**src/rtl/load_store_unit_if.sv**
```systemverilog
// Bus bundle for load_store_unit: CPU request/response plus data-memory port.
// master = CPU datapath and memory (environment side), slave = the load/store unit.
interface load_store_unit_if #(
   parameter int ADDR_W = 32
);
   logic              req_valid;
   logic              req_ready;
   logic              req_write;
   logic [1:0]        req_size;
   logic              req_signed;
   logic [ADDR_W-1:0] req_addr;
   logic [31:0]       req_wdata;
   logic              resp_valid;
   logic [31:0]       resp_rdata;
   logic              resp_err;
   logic              mem_read;
   logic              mem_write;
   logic [ADDR_W-1:0] mem_addr;
   logic [31:0]       mem_wdata;
   logic [31:0]       mem_rdata;

   modport master (
      output req_valid, req_write, req_size, req_signed, req_addr, req_wdata, mem_rdata,
      input  req_ready, resp_valid, resp_rdata, resp_err, mem_read, mem_write, mem_addr, mem_wdata
   );
   modport slave (
      input  req_valid, req_write, req_size, req_signed, req_addr, req_wdata, mem_rdata,
      output req_ready, resp_valid, resp_rdata, resp_err, mem_read, mem_write, mem_addr, mem_wdata
   );
endinterface

```
**src/rtl/load_store_unit.sv**
```systemverilog
// Load/store unit for a big-endian, word-wide, 1-cycle-latency data memory; sub-word stores use read-modify-write.
// Optional LSU_ERR_EN: reject misaligned, reserved-size and out-of-range requests with resp_err.
module load_store_unit #(
   parameter int MEM_BYTES = 256,
   parameter int ADDR_W    = 32
) (
   input logic              clk,
   input logic              rst_n,
   load_store_unit_if.slave bus
);
   typedef enum logic [2:0] {IDLE, READ, LATCH, WRITE, RESP} state_e;

   state_e            state_q, state_d;
   logic [1:0]        size_q, off_q;
   logic              signed_q, write_q, err_q;
   logic [31:0]       wdata_q, mem_wdata_q, rdata_q;
   logic [ADDR_W-1:0] mem_addr_q;
   logic              accept, err_d, word_store_d;
   logic [1:0]        size_d, off_d;
   logic              ready_o, rd_o, wr_o, resp_o;

   if ((MEM_BYTES % 4) != 0 || MEM_BYTES < 4) begin : g_bad_mem_bytes
      $error("MEM_BYTES must be a positive multiple of 4");
   end

`ifdef LSU_ERR_EN
   logic [2:0]      nbytes;
   logic [ADDR_W:0] end_addr;
`endif

   assign accept = bus.req_valid && (state_q == IDLE);

   // Size 3 behaves as word; low address bits snap to natural alignment.
   always_comb begin
      size_d = (bus.req_size == 2'd3) ? 2'd2 : bus.req_size;
      off_d  = 2'd0;
      case (size_d)
         2'd0:    off_d = bus.req_addr[1:0];
         2'd1:    off_d = {bus.req_addr[1], 1'b0};
         default: off_d = 2'd0;
      endcase
`ifdef LSU_ERR_EN
      nbytes   = (size_d == 2'd0) ? 3'd1 : (size_d == 2'd1) ? 3'd2 : 3'd4;
      end_addr = {1'b0, bus.req_addr} + (ADDR_W+1)'(nbytes);
      err_d    = (bus.req_size == 2'd3)
              || (bus.req_size == 2'd1 && bus.req_addr[0])
              || (bus.req_size == 2'd2 && bus.req_addr[1:0] != 2'd0)
              || (end_addr > (ADDR_W+1)'(MEM_BYTES));
`else
      err_d    = 1'b0;
`endif
      word_store_d = bus.req_write && (size_d == 2'd2);
   end

   function automatic logic [31:0] extract(input logic [31:0] w, input logic [1:0] sz,
                                           input logic [1:0] off, input logic sg);
      logic [7:0]  b;
      logic [15:0] h;
      logic [31:0] r;
      case (off)
         2'd0:    b = w[31:24];
         2'd1:    b = w[23:16];
         2'd2:    b = w[15:8];
         default: b = w[7:0];
      endcase
      h = off[1] ? w[15:0] : w[31:16];
      case (sz)
         2'd0:    r = {{24{sg & b[7]}}, b};
         2'd1:    r = {{16{sg & h[15]}}, h};
         default: r = w;
      endcase
      return r;
   endfunction

   function automatic logic [31:0] merge(input logic [31:0] w, input logic [31:0] d,
                                         input logic [1:0] sz, input logic [1:0] off);
      logic [31:0] r;
      r = w;
      case (sz)
         2'd0: case (off)
            2'd0:    r[31:24] = d[7:0];
            2'd1:    r[23:16] = d[7:0];
            2'd2:    r[15:8]  = d[7:0];
            default: r[7:0]   = d[7:0];
         endcase
         2'd1: if (off[1]) r[15:0] = d[15:0]; else r[31:16] = d[15:0];
         default: r = d;
      endcase
      return r;
   endfunction

   always_ff @(posedge clk or negedge rst_n) begin
      if (!rst_n) state_q <= IDLE;
      else        state_q <= state_d;
   end

   always_comb begin
      state_d = state_q;
      ready_o = 1'b0;
      rd_o    = 1'b0;
      wr_o    = 1'b0;
      resp_o  = 1'b0;
      case (state_q)
         IDLE: begin
            ready_o = 1'b1;
            if (accept) begin
               if (err_d)             state_d = RESP;
               else if (word_store_d) state_d = WRITE;
               else                   state_d = READ;
            end
         end
         READ:  begin rd_o = 1'b1; state_d = LATCH; end
         LATCH: state_d = write_q ? WRITE : RESP;
         WRITE: begin wr_o = 1'b1; state_d = RESP; end
         RESP:  begin resp_o = 1'b1; state_d = IDLE; end
         default: state_d = IDLE;
      endcase
   end

   always_ff @(posedge clk or negedge rst_n) begin
      if (!rst_n) begin
         size_q      <= '0;
         off_q       <= '0;
         signed_q    <= 1'b0;
         write_q     <= 1'b0;
         err_q       <= 1'b0;
         wdata_q     <= '0;
         mem_wdata_q <= '0;
         rdata_q     <= '0;
         mem_addr_q  <= '0;
      end else begin
         if (accept) begin
            size_q     <= size_d;
            off_q      <= off_d;
            signed_q   <= bus.req_signed;
            write_q    <= bus.req_write;
            wdata_q    <= bus.req_wdata;
            err_q      <= err_d;
            rdata_q    <= '0;
            mem_addr_q <= {bus.req_addr[ADDR_W-1:2], 2'b00};
            if (word_store_d && !err_d) mem_wdata_q <= bus.req_wdata;
         end
         // mem_rdata is valid here, one cycle after READ pulsed mem_read.
         if (state_q == LATCH) begin
            if (write_q) mem_wdata_q <= merge(bus.mem_rdata, wdata_q, size_q, off_q);
            else         rdata_q     <= extract(bus.mem_rdata, size_q, off_q, signed_q);
         end
      end
   end

   assign bus.req_ready  = ready_o;
   assign bus.mem_read   = rd_o;
   assign bus.mem_write  = wr_o;
   assign bus.resp_valid = resp_o;
   assign bus.resp_rdata = rdata_q;
   assign bus.resp_err   = err_q;
   assign bus.mem_addr   = mem_addr_q;
   assign bus.mem_wdata  = mem_wdata_q;
endmodule

```
**src/flat_wrapper.sv**
```systemverilog
// flat-port wrapper written by rule: the top's interface ports become plain ports
module load_store_unit_flat 
#(
   parameter int MEM_BYTES = 256,
   parameter int ADDR_W    = 32
)
  (clk, rst_n, bus_req_valid, bus_req_write, bus_req_size, bus_req_signed, bus_req_addr, bus_req_wdata, bus_mem_rdata, bus_req_ready, bus_resp_valid, bus_resp_rdata, bus_resp_err, bus_mem_read, bus_mem_write, bus_mem_addr, bus_mem_wdata);
  load_store_unit_if #(.ADDR_W(ADDR_W)) bus_i ();
  input logic clk;
  input logic rst_n;
  input wire logic [$bits(bus_i.req_valid)-1:0] bus_req_valid;
  input wire logic [$bits(bus_i.req_write)-1:0] bus_req_write;
  input wire logic [$bits(bus_i.req_size)-1:0] bus_req_size;
  input wire logic [$bits(bus_i.req_signed)-1:0] bus_req_signed;
  input wire logic [$bits(bus_i.req_addr)-1:0] bus_req_addr;
  input wire logic [$bits(bus_i.req_wdata)-1:0] bus_req_wdata;
  input wire logic [$bits(bus_i.mem_rdata)-1:0] bus_mem_rdata;
  output wire logic [$bits(bus_i.req_ready)-1:0] bus_req_ready;
  output wire logic [$bits(bus_i.resp_valid)-1:0] bus_resp_valid;
  output wire logic [$bits(bus_i.resp_rdata)-1:0] bus_resp_rdata;
  output wire logic [$bits(bus_i.resp_err)-1:0] bus_resp_err;
  output wire logic [$bits(bus_i.mem_read)-1:0] bus_mem_read;
  output wire logic [$bits(bus_i.mem_write)-1:0] bus_mem_write;
  output wire logic [$bits(bus_i.mem_addr)-1:0] bus_mem_addr;
  output wire logic [$bits(bus_i.mem_wdata)-1:0] bus_mem_wdata;
  assign bus_i.req_valid = bus_req_valid;
  assign bus_i.req_write = bus_req_write;
  assign bus_i.req_size = bus_req_size;
  assign bus_i.req_signed = bus_req_signed;
  assign bus_i.req_addr = bus_req_addr;
  assign bus_i.req_wdata = bus_req_wdata;
  assign bus_i.mem_rdata = bus_mem_rdata;
  assign bus_req_ready = bus_i.req_ready;
  assign bus_resp_valid = bus_i.resp_valid;
  assign bus_resp_rdata = bus_i.resp_rdata;
  assign bus_resp_err = bus_i.resp_err;
  assign bus_mem_read = bus_i.mem_read;
  assign bus_mem_write = bus_i.mem_write;
  assign bus_mem_addr = bus_i.mem_addr;
  assign bus_mem_wdata = bus_i.mem_wdata;
  load_store_unit #(.MEM_BYTES(MEM_BYTES), .ADDR_W(ADDR_W)) u_core (.clk(clk), .rst_n(rst_n), .bus(bus_i));
endmodule
```
**config.mk**
```make
export PLATFORM = sky130hd
export DESIGN_NAME = load_store_unit_flat
export DESIGN_NICKNAME = d
export VERILOG_FILES = /design/src/rtl/load_store_unit_if.sv /design/src/rtl/load_store_unit.sv /design/src/flat_wrapper.sv
export SDC_FILE = /design/constraint.sdc
export NUM_CORES = 1
export LEC_CHECK = 0
export CORE_MARGIN = 4
export CORE_UTILIZATION = 50
export CTS_CLUSTER_DIAMETER = 40
export DETAILED_ROUTE_END_ITERATION = 6
export GPL_TIMING_DRIVEN = 1
export PLACE_DENSITY = 0.85
export SLEW_MARGIN = 20
export SYNTH_ARGS = -nofsm -noshare
export SYNTH_HDL_FRONTEND = slang
export SYNTH_SLANG_ARGS = --single-unit
```
**constraint.sdc**
```tcl
create_clock -name clk -period 2.57 [get_ports clk]
set_input_delay 0.3855 -clock clk [delete_from_list [all_inputs] [get_ports clk]]
set_output_delay 0.3855 -clock clk [all_outputs]
set_load 0.1 [all_outputs]
```
==> results by stage, run 1 <==
Critical path:
- The cell family contributing the most delay on the critical path is compound AO/OA/AOI/OAI gates.
- STA puts the critical path data arrival time at about 2.6 ns.
- Counting both buffers and inverters, the worst setup path holds a total of 0.
- The largest single stage delay on the critical path is 0.87 ns.
- In this run the worst path has a maximum fanout of 17.
- The slowest cell on the critical path is sky130_fd_sc_hd__a2111oi_4.
- For the worst setup path, the data required time is ~3 ns.
- STA classifies the critical path endpoint as a register.
- Traced cell by cell, the critical path runs through nor3b_1 -> a22oi_2 -> a2111oi_4 -> a221o_1.
- The setup slack on the worst flop-to-flop path is 0.29 ns.
- STA classifies the critical path startpoint as a register.
- The critical path in this run is classified as reg -> reg.

Finish:
- Compared with the post-synthesis result, the final layout area differs by 39.42%.
- The utilization of the core after routing is 0.7257.
- The repair_antennas step left the layout with diodes totalling 0.
- The final-stage net count is 1015.
- The sequential cells in the finished layout cover a total of 0.003378 sq mm.
- Of the cells placed in the final design, the portion with a size suffix greater than 1 is 0.2151.
- The final-layout fill cell count is 945.
- The area taken by multi-input logic gates is 0.003033 sq mm.
- Once layout is done, the placed cells without fillers occupy 0.009306 sq mm.

Clock tree:
- The clock reaches the later pin of the worst-skew pair after 0.42 ns.
- The clock-pin transition on the worst setup and hold timing paths is 0.06 ns.
- The cell sitting at the root of the clock tree is a sky130_fd_sc_hd__clkbuf_16.
- Counting every sink on the clock net gives 135.
- The maximum buffer depth of the clock tree is 2.
- The number of buffers created by CTS is 17.
- The CTS tree is built.
- The depth of the CTS H-tree is 4.
- Post-CTS timing repair inserted 0 buffers for setup.

Timing:
- Setup violations remaining at the end of the flow were counted as 0.
- The max-slew violation count was 0.
- Derived from the worst setup path, the maximum achievable clock frequency is 0.4383 GHz.
- The number of failing hold endpoints at the final stage was 0.
- The headroom to the max-slew limit is 0.3543.
- On the final layout, the worst clock skew is 0.004839 ns.
- Setup repair after global routing left no endpoint under its margin.
- After layout, the minimum clock period comes to 2.282 ns.
- Of the available clock period, the critical path in the final layout requires 0.8879.
- At the pin with the least slew margin, the transition time is 0.9685 ns.

Logic synthesis:
- The count of state elements after synthesis is 135.
- The dominant combinational cell family by area after synthesis is simple AND/OR/NAND/NOR gates.
- Of the total synthesized cell area, the portion taken by full adders, half adders and majority gates is 0.
- The share of synthesized cell area in and, or, nand and nor gates is 0.1938.
- The share of synthesized flip-flops with an asynchronous set or reset is 1.000.
- In the synthesized netlist, the cells that appear most often are sky130_fd_sc_hd__nand2_1, sky130_fd_sc_hd__dfrtp_1, sky130_fd_sc_hd__clkbuf_1.
- Yosys mapped a number of flops with a built-in enable equal to 0.
- The compound-cell area share of the yosys netlist is 0.1846.
- The share of Yosys cell area claimed by the top area cell type is 0.5061.
- Averaged over all synthesized cells, the footprint is 9.310 sq um.
- In the synthesized netlist the dominant register cell turns out to be sky130_fd_sc_hd__dfrtp_1.
- By area the synthesized netlist is led by sky130_fd_sc_hd__dfrtp_1, sky130_fd_sc_hd__nand2_1, sky130_fd_sc_hd__mux2_2, sky130_fd_sc_hd__a221o_1, sky130_fd_sc_hd__o211ai_1.
- After synthesis, the share of cell area in mux cells is 0.07085.
- Yosys printed 0 warnings.
- The XOR/XNOR share of the synthesized area is 0.
- The register area share after synthesis is 0.5061.
- In the post-synthesis netlist, the cell with the most instances is sky130_fd_sc_hd__nand2_1.
- The synthesized netlist contains 45 unique library cells.
- sky130_fd_sc_hd__dfrtp_1 takes more of the synthesized area than any other cell.
- Synthesis produced 717 cells.
- The summed instance area of the synthesized netlist is around 0.0067 sq mm.

Global routing:
- The total overflow left after global routing is 0.
- The first global-routing pass estimated 35350 um of wire.
- The largest net degree at the start of global routing is 80.
- The aggregate global-route resource usage is 0.3060.
- The number of antenna violations at the first check in global routing is 0.
- The number of global-route vias before repair came to 6640.

Placed design:
- The count of port buffers added during placement is 200.
- At the end of routability-driven placement, the weighted congestion stood at 0.8987.
- Detailed placement finished with a half-perimeter wire length of 16610 um.
- The placement-stage cell area is 0.008680 sq mm.

Floorplan:
- The floorplan has roughly 40 rows.
- The region available for standard cell placement spans 0.01282 sq mm.
- The chip height is about 120 um.
- The starting density of the core is 0.5205.
- The area enclosed by the die boundary is 0.01526 sq mm.
- 204 I/O pins were placed.
- The chip width is 123.5 um.

Route:
- The number of search-and-repair iterations in the first detailed-routing pass is 7.
- The post-route DRC violation count is 0.
- The per-cell via count in the routed design is 6.037.
- The count of nets left with antenna violations once routing finished came out at 0.
- Across all layers, the routed design uses 6623 vias.
- The final wirelength is 22700 um.
- The final routed wire length divided by cell count is a little over 20 um.
- The number of DRC markers after the initial detailed-route iteration is 790.

Run status:
- The run finished with clean final reports.

Flow run:
- The number of maximum-capacitance violations is 0.

Hold path:
- The worst hold path class is in -> async.
==> area by class of cell <==
type	count	share of cell area
sequential	135	0.3630
tap	172	0.02312
timing repair buffer	231	0.2165
clock inverter	12	0.01613
multi-input combinational	514	0.3259
clock buffer	20	0.05015
inverter	13	0.005243
==> sequential cells by signal, summed over array words and instances, names as in the netlist <==
register / flops
u_core.bus.mem_addr: 30
u_core.bus.mem_wdata: 32
u_core.bus.resp_rdata: 32
u_core.off_q: 2
u_core.signed_q: 1
u_core.size_q: 2
u_core.state_q: 3
u_core.wdata_q: 32
u_core.write_q: 1
==> repair_timing <==
item | 4_1_cts | 5_1_grt
endpoints found under the hold margin | 25 | 0
resized for setup | 0 | 0
hold buffers | 1 | 0
==> path summary, 6_finish.rpt <==
kind / depth (start not counted) / to / start
setup / recovery: 4 / u_core.bus.resp_rdata[19] / u_core.off_q[1]
hold / removal: 2 / u_core.bus.mem_wdata[11] / rst_n
setup reg to reg: 4 / u_core.bus.resp_rdata[19] / u_core.off_q[1]
hold reg to reg: 2 / u_core.wdata_q[18] / u_core.wdata_q[18]
max in group asynchronous: 3 / u_core.bus.resp_rdata[23] / rst_n
min in group clk: 2 / u_core.wdata_q[18] / u_core.wdata_q[18]
==> metrics by stage <==
| step | TNS [ns] | setup slack, ns | hold slack, ns | instances |
|---|---|---|---|---|
| 6_report | 0 | 0.2882 | 0.4235 | 1097 |
| 2_1_floorplan | -4.762 | -0.1958 | 0.08991 | 719 |
| 4_1_cts | 0 | 0.3210 | 0.4250 | 1097 |
| 3_3_place_gp | 0 | 0.2588 | 0.3248 | 1064 |
| 3_5_place_dp | 0 | 0.1312 | 0.3324 | 1064 |
| 5_1_grt | 0 | 0.1173 | 0.4565 | 1097 |
==> cell usage in the layout, fill, tap and decap left out, types with 4 or more instances in the layout <==
| cell type | n |
|---|---|
| sky130_fd_sc_hd__nor2_1 | 13 |
| sky130_fd_sc_hd__o211ai_1 | 27 |
| sky130_fd_sc_hd__clkinv_2 | 4 |
| sky130_fd_sc_hd__a221o_1 | 24 |
| sky130_fd_sc_hd__o32ai_1 | 8 |
| sky130_fd_sc_hd__o21ai_0 | 31 |
| sky130_fd_sc_hd__a22oi_1 | 10 |
| sky130_fd_sc_hd__nor3_1 | 5 |
| sky130_fd_sc_hd__a21oi_1 | 24 |
| sky130_fd_sc_hd__clkbuf_16 | 17 |
| sky130_fd_sc_hd__a222oi_1 | 16 |
| sky130_fd_sc_hd__inv_1 | 12 |
| sky130_fd_sc_hd__a22o_1 | 6 |
| sky130_fd_sc_hd__nor2b_1 | 8 |
| sky130_fd_sc_hd__mux2i_1 | 18 |
| sky130_fd_sc_hd__mux2_2 | 26 |
| sky130_fd_sc_hd__buf_4 | 127 |
| sky130_fd_sc_hd__nand2_1 | 228 |
| sky130_fd_sc_hd__nand3_1 | 32 |
| sky130_fd_sc_hd__clkdlybuf4s50_1 | 101 |
| sky130_fd_sc_hd__dfrtp_1 | 135 |
==> per-layer routing <==
layer | part of all wire | vias to the layer above | global-route usage
li1 | - | 2938 | -
met4 | 0.040 | 0 | 0.1322
met5 | 0 | - | 0
met2 | 0.47 | 411 | 0.4832
met3 | 0.11 | 77 | 0.09835
met1 | 0.39 | 3197 | 0.3877
==> cells by family (layout without fill, tap and decap cells) <==
kind of cell	after synthesis	count (layout)
AND/OR/NAND/NOR	305	305
AO/OA/AOI/OAI	162	162
flip-flops	135	135
buffers and inverters	70	276
multiplexers	44	44
other	1	3
Power of run 1 is not shown: default switching activity piles up to over one toggle a cycle in this logic, so the estimate is an artifact.
==> inputs of run 2 (changes only) <==
--- a/config.mk
+++ b/config.mk
@@ -11,6 +11,7 @@
 export DETAILED_ROUTE_END_ITERATION = 6
 export GPL_TIMING_DRIVEN = 1
 export PLACE_DENSITY = 0.85
+export SETUP_SLACK_MARGIN = 0.2
 export SLEW_MARGIN = 20
 export SYNTH_ARGS = -nofsm -noshare
 export SYNTH_HDL_FRONTEND = slang
==> results by stage, run 2 (same netlist as run 1, synthesis figures left out) <==
Timing:
- The clock skew came to 0.007969 ns (was 0.004839 ns).
- The minimum clock period after layout came to 2.167 ns (was 2.282 ns).
- The max-slew violation count is 0 (unchanged).
- The transition time at the pin with the least slew margin is 0.6968 ns (was 0.9685 ns).
- The headroom to the max-slew limit is 0.5350 (was 0.3543).
- The maximum achievable frequency is 0.4615 GHz (was 0.4383 GHz).
- Unrepaired setup endpoints after global routing: no (unchanged).
- The number of failing hold endpoints at the final stage is 0 (unchanged).
- The share of the cycle needed by the critical path after routing came to 0.8432 (was 0.8879).
- The number of setup violations in the final report is 0 (unchanged).

Finish:
- The final-stage net count was 1016 (was 1015).
- The total inserted antenna cells came to 0 (unchanged).
- The utilization of the core after routing came to 0.7272 (was 0.7257).
- The final-layout fill cell count came to 938 (was 945).
- Top library cells by usage in the layout, fill and taps aside: sky130_fd_sc_hd__nand2_1, sky130_fd_sc_hd__dfrtp_1, sky130_fd_sc_hd__buf_4 (unchanged).
- The post-route standard cell area excluding fillers is 0.009326 sq mm (was 0.009306 sq mm).
- The layout-stage area growth over the synthesis result is 39.72% (was 39.42%).
- The most common cell after layout, fill and taps aside is sky130_fd_sc_hd__nand2_1 (unchanged).
- The layout cell share with drive strength beyond 1 is 0.2160 (was 0.2151).

Global routing:
- The aggregate global routing overflow is 0 (unchanged).
- The number of global-route vias before repair is 6640 (unchanged).
- The global-route wire length before repair is 35350 um (unchanged).
- The largest net degree at the start of global routing is 80 (unchanged).
- The aggregate global-route resource usage is 0.3060 (unchanged).
- The number of antenna violations at the first check in global routing is 0 (unchanged).

Critical path:
- The maximum fanout count along the critical path is 17 (unchanged).
- The element type at the critical path end is a register (unchanged).
- Cells along the critical path: nor2b_1 -> mux2_2 -> a222oi_1 -> o211ai_1 (was nor3b_1 -> a22oi_2 -> a2111oi_4 -> a221o_1).
- The critical path start-end classification is reg -> reg (unchanged).
- The arrival time at the worst endpoint is 2.44 ns (was 2.64 ns).
- The slowest cell on the critical path is sky130_fd_sc_hd__dfrtp_1 (was sky130_fd_sc_hd__a2111oi_4).
- The combined buffer and inverter count along the critical path came to 0 (unchanged).
- The cell class contributing the biggest share of worst-path delay is flip-flops (was compound AO/OA/AOI/OAI gates).
- The startpoint type of the worst setup path is a register (unchanged).
- The worst path required time is 2.84 ns (was 2.93 ns).
- The maximum cell stage delay along the critical path is 0.57 ns (was 0.87 ns).

Placed design:
- The placement-stage cell area is 0.008680 sq mm (unchanged).
- The routability congestion estimate from global placement is 0.8987 (unchanged).
- The count of port buffers added during placement is 200 (unchanged).
- The HPWL after detailed placement came to 16610 um (unchanged).

Route:
- The total number of vias was 6627 (was 6623).
- The per-cell via count in the routed design came to 6.036 (was 6.037).
- The number of search-and-repair iterations in the first detailed-routing pass came to 7 (unchanged).
- The post-route DRC violation count is 0 (unchanged).
- The remaining antenna violation count after routing is 0 (unchanged).
- The number of DRC markers after the initial detailed-route iteration was 868 (was 790).
- The final wirelength is 22710 um (was 22700 um).
- The final routed wire length divided by cell count is 20.69 um (was 20.70 um).

Clock tree:
- The maximum buffer depth of the clock tree is 2 (unchanged).
- The clock-pin transition on the worst setup and hold timing paths is 0.06 ns (about the same).
- The number of resized instances in the post-cts repair step was 0 (unchanged).
- The cell at the root of the clock tree is sky130_fd_sc_hd__clkbuf_16 (unchanged).
- The clock insertion delay at the later pin of the skew report is 0.43 ns (was 0.42 ns).
- The depth of the CTS H-tree came to 4 (unchanged).
- The number of clock sinks is 135 (unchanged).
- The number of buffers created by CTS is 17 (unchanged).
- The CTS tree is built (unchanged).

Floorplan:
- The chip height is 123.5 um (unchanged).
- The I/O pin count is 204 (unchanged).
- The area enclosed by the die boundary was 0.01526 sq mm (unchanged).
- The cell row count is 41 (unchanged).
- The chip width is 123.5 um (unchanged).
- The floorplan core area was 0.01282 sq mm (unchanged).
- The starting density of the core is 0.5205 (unchanged).

Flow run:
- The number of maximum-capacitance violations is 0 (unchanged).

Run status:
- Outcome: finished clean (unchanged).

Hold path:
- The worst hold path class was in -> async (unchanged).
[run 2: changes by cell type in the layout (fill, tap and decap cells not counted), sizes merged]
cell | before | now
buf | 129 | 130
[run 2: what timing repair did]
action,in CTS,in global routing
setup buffers,0,1
hold buffers,1,0
endpoints found under the setup margin,0,16
endpoints found under the hold margin,25,0
[run 2: cell type report]
| cell class | count | area, sq um | share of cell area |
|---|---|---|---|
| timing repair buffer | 232 | 2034 | 0.2181 |
| tap | 172 | 215.2 | 0.02307 |
| sequential | 135 | 3378 | 0.3622 |
| multi-input combinational | 514 | 3033 | 0.3252 |
| inverter | 13 | 48.80 | 0.005232 |
| clock inverter | 12 | 150.1 | 0.01610 |
| clock buffer | 20 | 466.7 | 0.05004 |
[run 2: worst paths after layout]
path                                    startpoint                       end  slack [ns]  cells after the start
worst max-delay path               u_core.off_q[1]  u_core.bus.mem_wdata[16]        0.40                      4
worst min-delay path                         rst_n        u_core.wdata_q[11]        0.42                      2
worst max register to register     u_core.off_q[1]  u_core.bus.mem_wdata[16]        0.40                      4
worst min register to register  u_core.wdata_q[18]        u_core.wdata_q[18]        0.48                      2
max in group asynchronous                    rst_n  u_core.bus.resp_rdata[2]        1.40                      3
min in group clk                u_core.wdata_q[18]        u_core.wdata_q[18]        0.48                      2
[run 2: worst register-to-register path, delay by kind of cell, from the launching register on]
family / cells / cell delay [ns]
flip-flops: 1 / 0.57
multiplexers: 1 / 0.40
AND/OR/NAND/NOR: 1 / 0.51
AO/OA/AOI/OAI: 2 / 0.53
[run 2: through the flow]
step,std cells,hold slack (ns),setup TNS (ns),setup slack (ns)
floorplan,719,0.08991,-4.762,-0.1958
global placement,1064,0.3248,0,0.2588
detailed placement,1064,0.3324,0,0.1312
CTS,1097,0.4250,0,0.3210
global route,1098,0.4564,0,0.2901
finish,1098,0.4249,0,0.4030
[run 2: per-layer routing]
layer | wire [um] | GRT usage | vias to the layer above
li1 | - | - | 2937
met1 | 8860 | 0.3877 | 3191
met2 | 10550 | 0.4832 | 424
met3 | 2418 | 0.09835 | 75
met4 | 886 | 0.1322 | 0
met5 | 0 | 0 | -
Power of run 2 is left out for the same reason.
